--- src/rtl/vga_pkg.sv ---
// vga_pkg
// Constants, the stage-1 pipeline record, and helpers shared by the
// character renderer and its glyph ROM. The digit font is an 8x8 bitmap
// with row 0 in the top byte and the leftmost pixel in the MSB of each row.
package vga_pkg;

    localparam int ACTIVE_W          = 480;
    localparam int ACTIVE_H          = 272;
    localparam int GLYPH_SCALE_SHIFT = 4;
    localparam int NUM_CHARS         = 10;
    localparam int PIPE_LAT          = 2;
    localparam int GLYPH_SPAN        = 8 << GLYPH_SCALE_SHIFT;

    typedef struct packed {
        logic       active;
        logic       in_box;
        logic [2:0] glyph_col;
        logic       hsync;
        logic       vsync;
    } stage1_t;

    function automatic logic [3:0] next_char(input logic [3:0] idx);
        return (idx == 4'(NUM_CHARS - 1)) ? 4'd0 : idx + 4'd1;
    endfunction

    function automatic logic [7:0] font_row(input logic [3:0] idx, input logic [2:0] row);
        logic [63:0] glyph;
        case (idx)
            4'd0:    glyph = 64'h3C66_6E76_6666_3C00;
            4'd1:    glyph = 64'h1838_1818_1818_7E00;
            4'd2:    glyph = 64'h3C66_060C_3060_7E00;
            4'd3:    glyph = 64'h3C66_061C_0666_3C00;
            4'd4:    glyph = 64'h0C1C_3C6C_7E0C_0C00;
            4'd5:    glyph = 64'h7E60_7C06_0666_3C00;
            4'd6:    glyph = 64'h3C60_7C66_6666_3C00;
            4'd7:    glyph = 64'h7E06_0C18_3030_3000;
            4'd8:    glyph = 64'h3C66_663C_6666_3C00;
            4'd9:    glyph = 64'h3C66_663E_060C_3800;
            default: glyph = '0;
        endcase
        return glyph[{3'd7 - row, 3'b000} +: 8];
    endfunction

endpackage

--- src/rtl/char_rom.sv ---
// char_rom
// Registered digit glyph ROM, one-cycle read latency.
//   clk9MHz : pixel clock
//   rst     : asynchronous active-high reset, clears the read register
//   idx     : digit 0-9 (values above 9 read as blank)
//   row     : glyph row 0-7, top first
//   bits    : row bitmap, MSB is the leftmost pixel
module char_rom
    import vga_pkg::*;
(
    input  logic       clk9MHz,
    input  logic       rst,
    input  logic [3:0] idx,
    input  logic [2:0] row,
    output logic [7:0] bits
);

    always_ff @(posedge clk9MHz or posedge rst) begin
        if (rst) begin
            bits <= '0;
        end else begin
            bits <= font_row(idx, row);
        end
    end

endmodule

--- src/rtl/vga_char_render.sv ---
// vga_char_render
// Draws one 8x8 digit, scaled x16, inside a coloured box on a 480x272
// display. The digit advances on clk3Hz rising edges, but only at end of
// frame so a glyph never tears.
//   clk9MHz, rst                  : pixel clock, async active-high reset
//   hSync, vSync, hData, vData    : timing from the sync generator
//   clk3Hz                        : character-advance toggle (same domain)
//   hSyncOut, vSyncOut, deOut     : timing delayed two cycles to match pixels
//   red, green, blue              : pixel colour
//   charIdx                       : digit currently displayed
module vga_char_render
    import vga_pkg::*;
#(
    parameter logic [23:0] FG_RGB = 24'hFFFFFF,
    parameter logic [23:0] BG_RGB = 24'h0000FF,
    parameter int          BOX_X0 = 176,
    parameter int          BOX_Y0 = 72
) (
    input  logic       clk9MHz,
    input  logic       rst,
    input  logic       hSync,
    input  logic       vSync,
    input  logic       hData,
    input  logic       vData,
    input  logic       clk3Hz,
    output logic       hSyncOut,
    output logic       vSyncOut,
    output logic       deOut,
    output logic [7:0] red,
    output logic [7:0] green,
    output logic [7:0] blue,
    output logic [3:0] charIdx
);

    localparam logic [8:0] BOX_X = 9'(BOX_X0);
    localparam logic [8:0] BOX_Y = 9'(BOX_Y0);

    logic [8:0]  x_q, x_d;
    logic [8:0]  y_q, y_d;
    logic        hdata_q, vdata_q;
    logic        clk3_q, armed_q;
    logic        pending_q, pending_d;
    logic        synced_q;
    logic [3:0]  char_q, char_d;
    stage1_t     s1_q, s1_d;
    logic [7:0]  rom_bits;
    logic [23:0] rgb_q, rgb_d;
    logic        de_q, hs_q, vs_q;

    logic [8:0]  dx, dy;
    logic        h_fall, v_fall, c3_rise;
    logic        active, in_box;

    char_rom u_rom (
        .clk9MHz (clk9MHz),
        .rst     (rst),
        .idx     (char_q),
        .row     (dy[GLYPH_SCALE_SHIFT +: 3]),
        .bits    (rom_bits)
    );

    always_comb begin
        h_fall  = hdata_q & ~hData;
        v_fall  = vdata_q & ~vData;
        // armed_q masks the first cycle after reset so a clk3Hz that is
        // already high is not mistaken for a fresh edge.
        c3_rise = armed_q & clk3Hz & ~clk3_q;

        x_d = '0;
        if (hData) begin
            x_d = (x_q == 9'(ACTIVE_W - 1)) ? x_q : x_q + 9'd1;
        end

        y_d = '0;
        if (vData) begin
            y_d = y_q;
            if (h_fall && (y_q != 9'(ACTIVE_H - 1))) begin
                y_d = y_q + 9'd1;
            end
        end

        dx = x_q - BOX_X;
        dy = y_q - BOX_Y;

        // After a mid-frame reset the counters are meaningless until the
        // next vertical blank, so stay dark until then.
        active = hData & vData & synced_q;
        in_box = active && (x_q >= BOX_X) && (dx < 9'(GLYPH_SPAN))
                        && (y_q >= BOX_Y) && (dy < 9'(GLYPH_SPAN));

        s1_d           = '0;
        s1_d.active    = active;
        s1_d.in_box    = in_box;
        s1_d.glyph_col = dx[GLYPH_SCALE_SHIFT +: 3];
        s1_d.hsync     = hSync;
        s1_d.vsync     = vSync;

        pending_d = pending_q;
        char_d    = char_q;
        // An edge landing on the end-of-frame cycle is consumed directly.
        if (v_fall && (pending_q || c3_rise)) begin
            char_d    = next_char(char_q);
            pending_d = 1'b0;
        end else if (c3_rise) begin
            pending_d = 1'b1;
        end

        rgb_d = '0;
        if (s1_q.in_box) begin
            rgb_d = rom_bits[3'd7 - s1_q.glyph_col] ? FG_RGB : BG_RGB;
        end
    end

    always_ff @(posedge clk9MHz or posedge rst) begin
        if (rst) begin
            x_q       <= '0;
            y_q       <= '0;
            hdata_q   <= 1'b0;
            vdata_q   <= 1'b0;
            clk3_q    <= 1'b0;
            armed_q   <= 1'b0;
            pending_q <= 1'b0;
            synced_q  <= 1'b0;
            char_q    <= '0;
            s1_q      <= '0;
            rgb_q     <= '0;
            de_q      <= 1'b0;
            hs_q      <= 1'b0;
            vs_q      <= 1'b0;
        end else begin
            x_q       <= x_d;
            y_q       <= y_d;
            hdata_q   <= hData;
            vdata_q   <= vData;
            clk3_q    <= clk3Hz;
            armed_q   <= 1'b1;
            pending_q <= pending_d;
            synced_q  <= synced_q | ~vData;
            char_q    <= char_d;
            s1_q      <= s1_d;
            rgb_q     <= rgb_d;
            de_q      <= s1_q.active;
            hs_q      <= s1_q.hsync;
            vs_q      <= s1_q.vsync;
        end
    end

    assign red      = rgb_q[23:16];
    assign green    = rgb_q[15:8];
    assign blue     = rgb_q[7:0];
    assign deOut    = de_q;
    assign hSyncOut = hs_q;
    assign vSyncOut = vs_q;
    assign charIdx  = char_q;

endmodule

--- config.mk ---
export PLATFORM = sky130hd
export DESIGN_NAME = vga_char_render
export DESIGN_NICKNAME = d
export VERILOG_FILES = /design/src/rtl/vga_pkg.sv /design/src/rtl/char_rom.sv /design/src/rtl/vga_char_render.sv
export SDC_FILE = /design/constraint.sdc
export NUM_CORES = 1
export LEC_CHECK = 0
export ABC_AREA = 1
export BUFFER_PORTS_ARGS = -buffer_cell sky130_fd_sc_hd__buf_2
export CAP_MARGIN = 25
export CORE_UTILIZATION = 45
export CTS_CLUSTER_DIAMETER = 80
export DETAILED_ROUTE_END_ITERATION = 10
export PLACE_DENSITY = 0.74
export SLEW_MARGIN = 15
export SYNTH_ARGS = -nofsm -noshare
export SYNTH_HDL_FRONTEND = slang
export SYNTH_SLANG_ARGS = --single-unit
--- constraint.sdc ---
create_clock -name clk9MHz -period 3.7 [get_ports clk9MHz]
set_clock_uncertainty 0.05 [all_clocks]
set_input_delay 0.37 -clock clk9MHz [delete_from_list [all_inputs] [get_ports clk9MHz]]
set_output_delay 0.37 -clock clk9MHz [all_outputs]
set_load 0.05 [all_outputs]
Word-level counts from Yosys, hierarchy flattened
Memories as Yosys holds them, arrays and structs flattened.
Index checks and enable logic that the tools add are counted.
{"block": "op_classes", "n_addsub": 7, "n_lt_le_gt_ge": 5, "n_eq_ne": 5, "n_shift": 1, "n_mux": 11, "n_bitwise": 10, "reduce_logical": 8}
{"cell": "$shiftx 64x7->8", "n": 1}
{"cell": "$mux 24", "n": 2}
{"cell": "$mux 9", "n": 4}
{"cell": "$add 9x1->9 const B", "n": 2}
{"cell": "$lt 9x8->1 const B", "n": 2}
{"cell": "$eq 9x9->1 const B", "n": 1}
{"cell": "$ge 9x7->1 const B", "n": 1}
{"cell": "$ge 9x8->1 const B", "n": 1}
{"cell": "$ne 9x9->1 const B", "n": 1}
{"cell": "$sub 9x7->9 const B", "n": 1}
{"cell": "$sub 9x8->9 const B", "n": 1}
{"cell": "$and 1x1->1", "n": 6}
{"cell": "$logic_and 1x1->1", "n": 6}
{"cell": "$sub 3x3->3 const A", "n": 2}
{"cell": "$add 4x1->4 const B", "n": 1}
{"cell": "$eq 4x4->1 const B", "n": 1}
{"cell": "$lt 3x4->1 const B", "n": 1}
{"cell": "$mux 4", "n": 1}
{"cell": "$bmux 1 s3", "n": 1}
{"cell": "$mux 1", "n": 3}
{"cell": "$not 1->1", "n": 3}
{"cell": "$ne 2x1->1 const B", "n": 1}
{"cell": "$ne 2x2->1 const B", "n": 1}
{"cell": "$reduce_bool 2->1", "n": 1}
{"cell": "other kinds (2)", "n": 2}
{"block": "totals", "regBits": 70, "mem_bits_ro": 672, "input_bits": 7, "output_inout_bits": 31, "wordCells": 67, "n_memories": 1}
{"memory": "(name not given)", "depth": 16, "width": 42, "rd": 1, "rd_ports_with_merged_regs": 0, "wr": 0, "line_no": "vga_pkg.sv:28", "text": "case (idx)"}

Depth between registers and ports, before layout
{"block": "depth", "word_depth": 6, "mapped_depth": 12, "mapped_depth_nobuf": 12}

Hierarchy
From an unflattened synthesis, not the netlist that was laid out.
{"block": "unflattened", "cells_unflattened": 438, "area_unflattened_um2": 3239.4}
{"mod": "vga_char_render", "instances": 1, "cells_each": 285, "area_per_inst_um2": 2314.7, "seq_area_each_um2": 1001.0}
{"mod": "char_rom", "instances": 1, "cells_each": 153, "area_per_inst_um2": 924.6, "seq_area_each_um2": 150.1}

Worst setup path after synthesis
No wires, ideal clock.
{"block": "synth_path", "path_kind": "register -> register", "start": "reg char_q[1], in the netlist charIdx[1]", "end": "reg u_rom.bits[1]", "setup_ps": 117, "arrival_ps": 1700, "required_time_ps": 3533, "slack_ps": 1834, "path_stages_with_launch": 12, "n_path_buf": 0, "synth_period_minus_slack_ps": 1866, "path_cell_list": "dfrtp_1 inv_1 ha_1 inv_1 nand2_1 nand3_1 nand3_1 nand2_1 nand2_1 nand2_1 nand2_1 nand2_1"}
{"block": "synth_between", "elab_chain_cells": 2}
{"element": "start: declaration", "line_no": "vga_char_render.sv:44", "text": "logic [3:0] char_q, char_d;"}
{"element": "start signal: assignment", "line_no": "vga_char_render.sv:139", "text": "char_q <= char_d;"}
{"element": "$mem_v2 16x42"}
{"element": "$shiftx 64x7->8", "line_no": "vga_pkg.sv:41", "text": "return glyph[{3'd7 - row, 3'b000} +: 8];"}
{"element": "end signal: assignment", "line_no": "char_rom.sv:22", "text": "bits <= font_row(idx, row);"}
{"element": "end: declaration", "line_no": "char_rom.sv:15", "text": "output logic [7:0] bits"}
Every way passes these cells.
A chain may end at the register's enable or synchronous reset.

Final worst setup path
{"block": "layout_path", "start": "reg y_q[4]", "end": "reg u_rom.bits[1]"}
{"block": "layout_between", "elab_chain_cells": 3}
{"element": "start: declaration", "line_no": "vga_char_render.sv:39", "text": "logic [8:0] y_q, y_d;"}
{"element": "start signal: assignment", "line_no": "vga_char_render.sv:132", "text": "y_q <= y_d;"}
{"element": "$sub 9x7->9", "line_no": "vga_char_render.sv:83", "text": "dy = y_q - BOX_Y;"}
{"element": "$sub 3x3->3", "line_no": "vga_pkg.sv:41"}
{"element": "$shiftx 64x7->8", "line_no": "vga_pkg.sv:41"}
Every way passes these cells.

==> results_dict.tcl <==
set metrics [dict create \
    cap_violations 0 \
    antenna_left 0 \
    power_frac_seq 0.371 \
    crit_fanout 13 \
    drt_iter0_markers 247 \
    insertion_delay_ns 0.30 \
    final_layout_size_suffix_gt1_frac 0.154 \
    start_util 0.467 \
    port-buffer-count 37 \
    cts_sinks 46 \
    pwr-share-comb 0.400 \
    grt_pass1_wl_um 10500 \
    die_h_um 83.5 \
    setup_viol 0 \
    fin_crit_sh 0.549 \
    powerDensity_mw_per_mm2 543 \
    area_growth_pct 6.54 \
    hold_path.class "in -> async" \
    setup_ws_ns 1.67 \
    synth_warnings 0 \
    setup-tns-final_ns 0 \
    dieWidth_um 83.5 \
    vias 2636 \
    switching_share 0.429 \
    ctsHoldBuffers 0 \
    post_drt_wl_per_cell_um 11.8 \
    switchingPower_mw 0.741 \
    async_reset_ff_frac 1.00 \
    report.final.slew_viol_count 0 \
    postSynthCellCount 420 \
    cp.arrival_ns 2.22 \
    fin_nets 452 \
    postCtsSetupRepairBufs 0 \
    cts-root-buf "clkbuf_8" \
    h-tree-depth 2 \
    wl_um 6030 \
    gp_congestion 0.966 \
    synth-seq-area-share 0.386 \
    ios 38 \
    final_cell_mix "121 x nand2_1, 50 x nand3_1, 46 x dfrtp_1" \
    min_period_ns 2.03 \
    grt_pass1_vias 2345 \
    vdd.ir_drop.worst_uv 293 \
    clockBufferDepth 2 \
    clock.fmax_mhz 492 \
    placed_cell_area_mm2 0.00304 \
    hold_viol 0 \
    syn_nets 439 \
    antenna_found_initial 0 \
    dr.pass1.iters 5 \
    p_int_mw 0.986 \
    grt_overflow 0 \
    cts_tree "built" \
    synth_seq_cells 46 \
    outcome "complete, no violations" \
    cts_resized 0 \
    fillers 597 \
    fin_util 0.498 \
    diodes 0 \
    syn_avg_cell_area_um2 7.11 \
    dpl_worst_slack_ns 1.72 \
    drc_errors 0 \
    coreArea_mm2 0.00639 \
    whs_ns 0.00657 \
    viasPerCell 5.16 \
    crit_required_ns 3.89 \
    placement_rows 29 \
    final_common_cell "nand2_1" \
    die_area_mm2 0.00696 \
    grt_usage 0.184 \
    synthFlopType "dfrtp_1" \
    place_hpwl_um 4450 \
    grt_max_degree 47 \
    ys_types 30 \
    startpoint_type "flop" \
    cts_made_buffers 5 \
    power.total_mw 1.73 \
    clkTransAtPathRegs_ns 0.10 \
    syn_area_mm2 0.00299 \
    final_area_mm2 0.00318 \
    dp.cells 502 \
    p_leak_nw 1.70 \
    stdcell_count 511 \
    cp-end-kind "flop" \
    critPathKind "reg -> reg" \
    power_frac_clock 0.229 \
    synth-edff-count 0 \
    rsz0062_at_grt "false" \
]
cells by family (layout without fill, tap and decap cells):
kind of cell	after synthesis	count (layout)	share of synthesized area
xor+xnor	2	2	0.00587
simple gates	231	231	0.329
flops	46	46	0.386
buf+inv	84	98	0.140
compound gates	44	44	0.0872
other cells	1	1	0.00126
fa+ha+maj	12	12	0.0503
layer usage:
layer  share of wire  vias up  track usage  wire length [um]
li1                -     1343            -                 -
met4           0.025        0       0.0647               148
met2            0.46      102        0.291              2770
met1            0.46     1176        0.254              2780
met3           0.056       15       0.0336               339
met5               0        -            0                 0
critical path: stages (launching register included):
cell	delay, ns
dfrtp_1	0.46
inv_1	0.10
ha_1	0.46
inv_2	0.17
nor2_1	0.33
nand2_1	0.10
nand2_1	0.09
nand2_1	0.05
nand2_1	0.06
nand2_1	0.05
nand2_1	0.05
cells in the mapped netlist, drive strengths merged (2+ instances only):
cell type	number	area (um2)
inv	51	191
nand3	50	250
a21oi	10	50.1
a31oi	3	18.8
o21ai	25	148
nand2	123	467
nor3b	2	15.0
nor3	5	25.0
xor2	2	17.5
ha	12	150
o21a	2	15.0
buf	32	224
nand3b	2	15.0
nor2	42	168
dfrtp	46	1150
nand4	7	43.8
layout make-up:
class / instances / area (um2) / share of cell area
multi-input cells: 290 / 1420 / 0.445
flip-flops and latches: 46 / 1150 / 0.362
repair buffers: 38 / 205 / 0.0645
inverters: 52 / 195 / 0.0614
well taps: 77 / 96.3 / 0.0303
clock buffers: 5 / 68.8 / 0.0216
clock inverters: 3 / 48.8 / 0.0153
power groups by stage:
stage / Sequential (mW) / Clock [mW] / Combinational (mW)
2_1_floorplan: 0.693 / 0 / 0.479
5_1_grt: 0.655 / 0.431 / 0.775
3_5_place_dp: 0.651 / 0 / 0.675
4_1_cts: 0.641 / 0.411 / 0.678
6_report: 0.641 / 0.396 / 0.690
3_3_place_gp: 0.649 / 0 / 0.676
path summary, 6_finish.rpt:
| path | startpoint | end | slack (ns) | cells after the start |
|---|---|---|---|---|
| min | rst | rgb_q[7] | 0.007 | 2 |
| max reg2reg | y_q[4] | u_rom.bits[1] | 1.67 | 10 |
| min in group clk9MHz | hSync | s1_q[1] | 0.12 | 1 |
| min reg2reg | s1_q[6] | deOut | 0.30 | 0 |
| max | y_q[4] | u_rom.bits[1] | 1.67 | 10 |
| max in group asynchronous | rst | x_q[3] | 3.11 | 3 |
registers in the layout, indices dropped and copies added (netlist names):
signal      cells
vSyncOut        1
y_q             9
hSyncOut        1
vdata_q         1
clk3_q          1
deOut           1
x_q             9
synced_q        1
pending_q       1
u_rom.bits      6
rgb_q           2
armed_q         1
hdata_q         1
s1_q            7
charIdx         4
(Power assumes the default switching activity.)
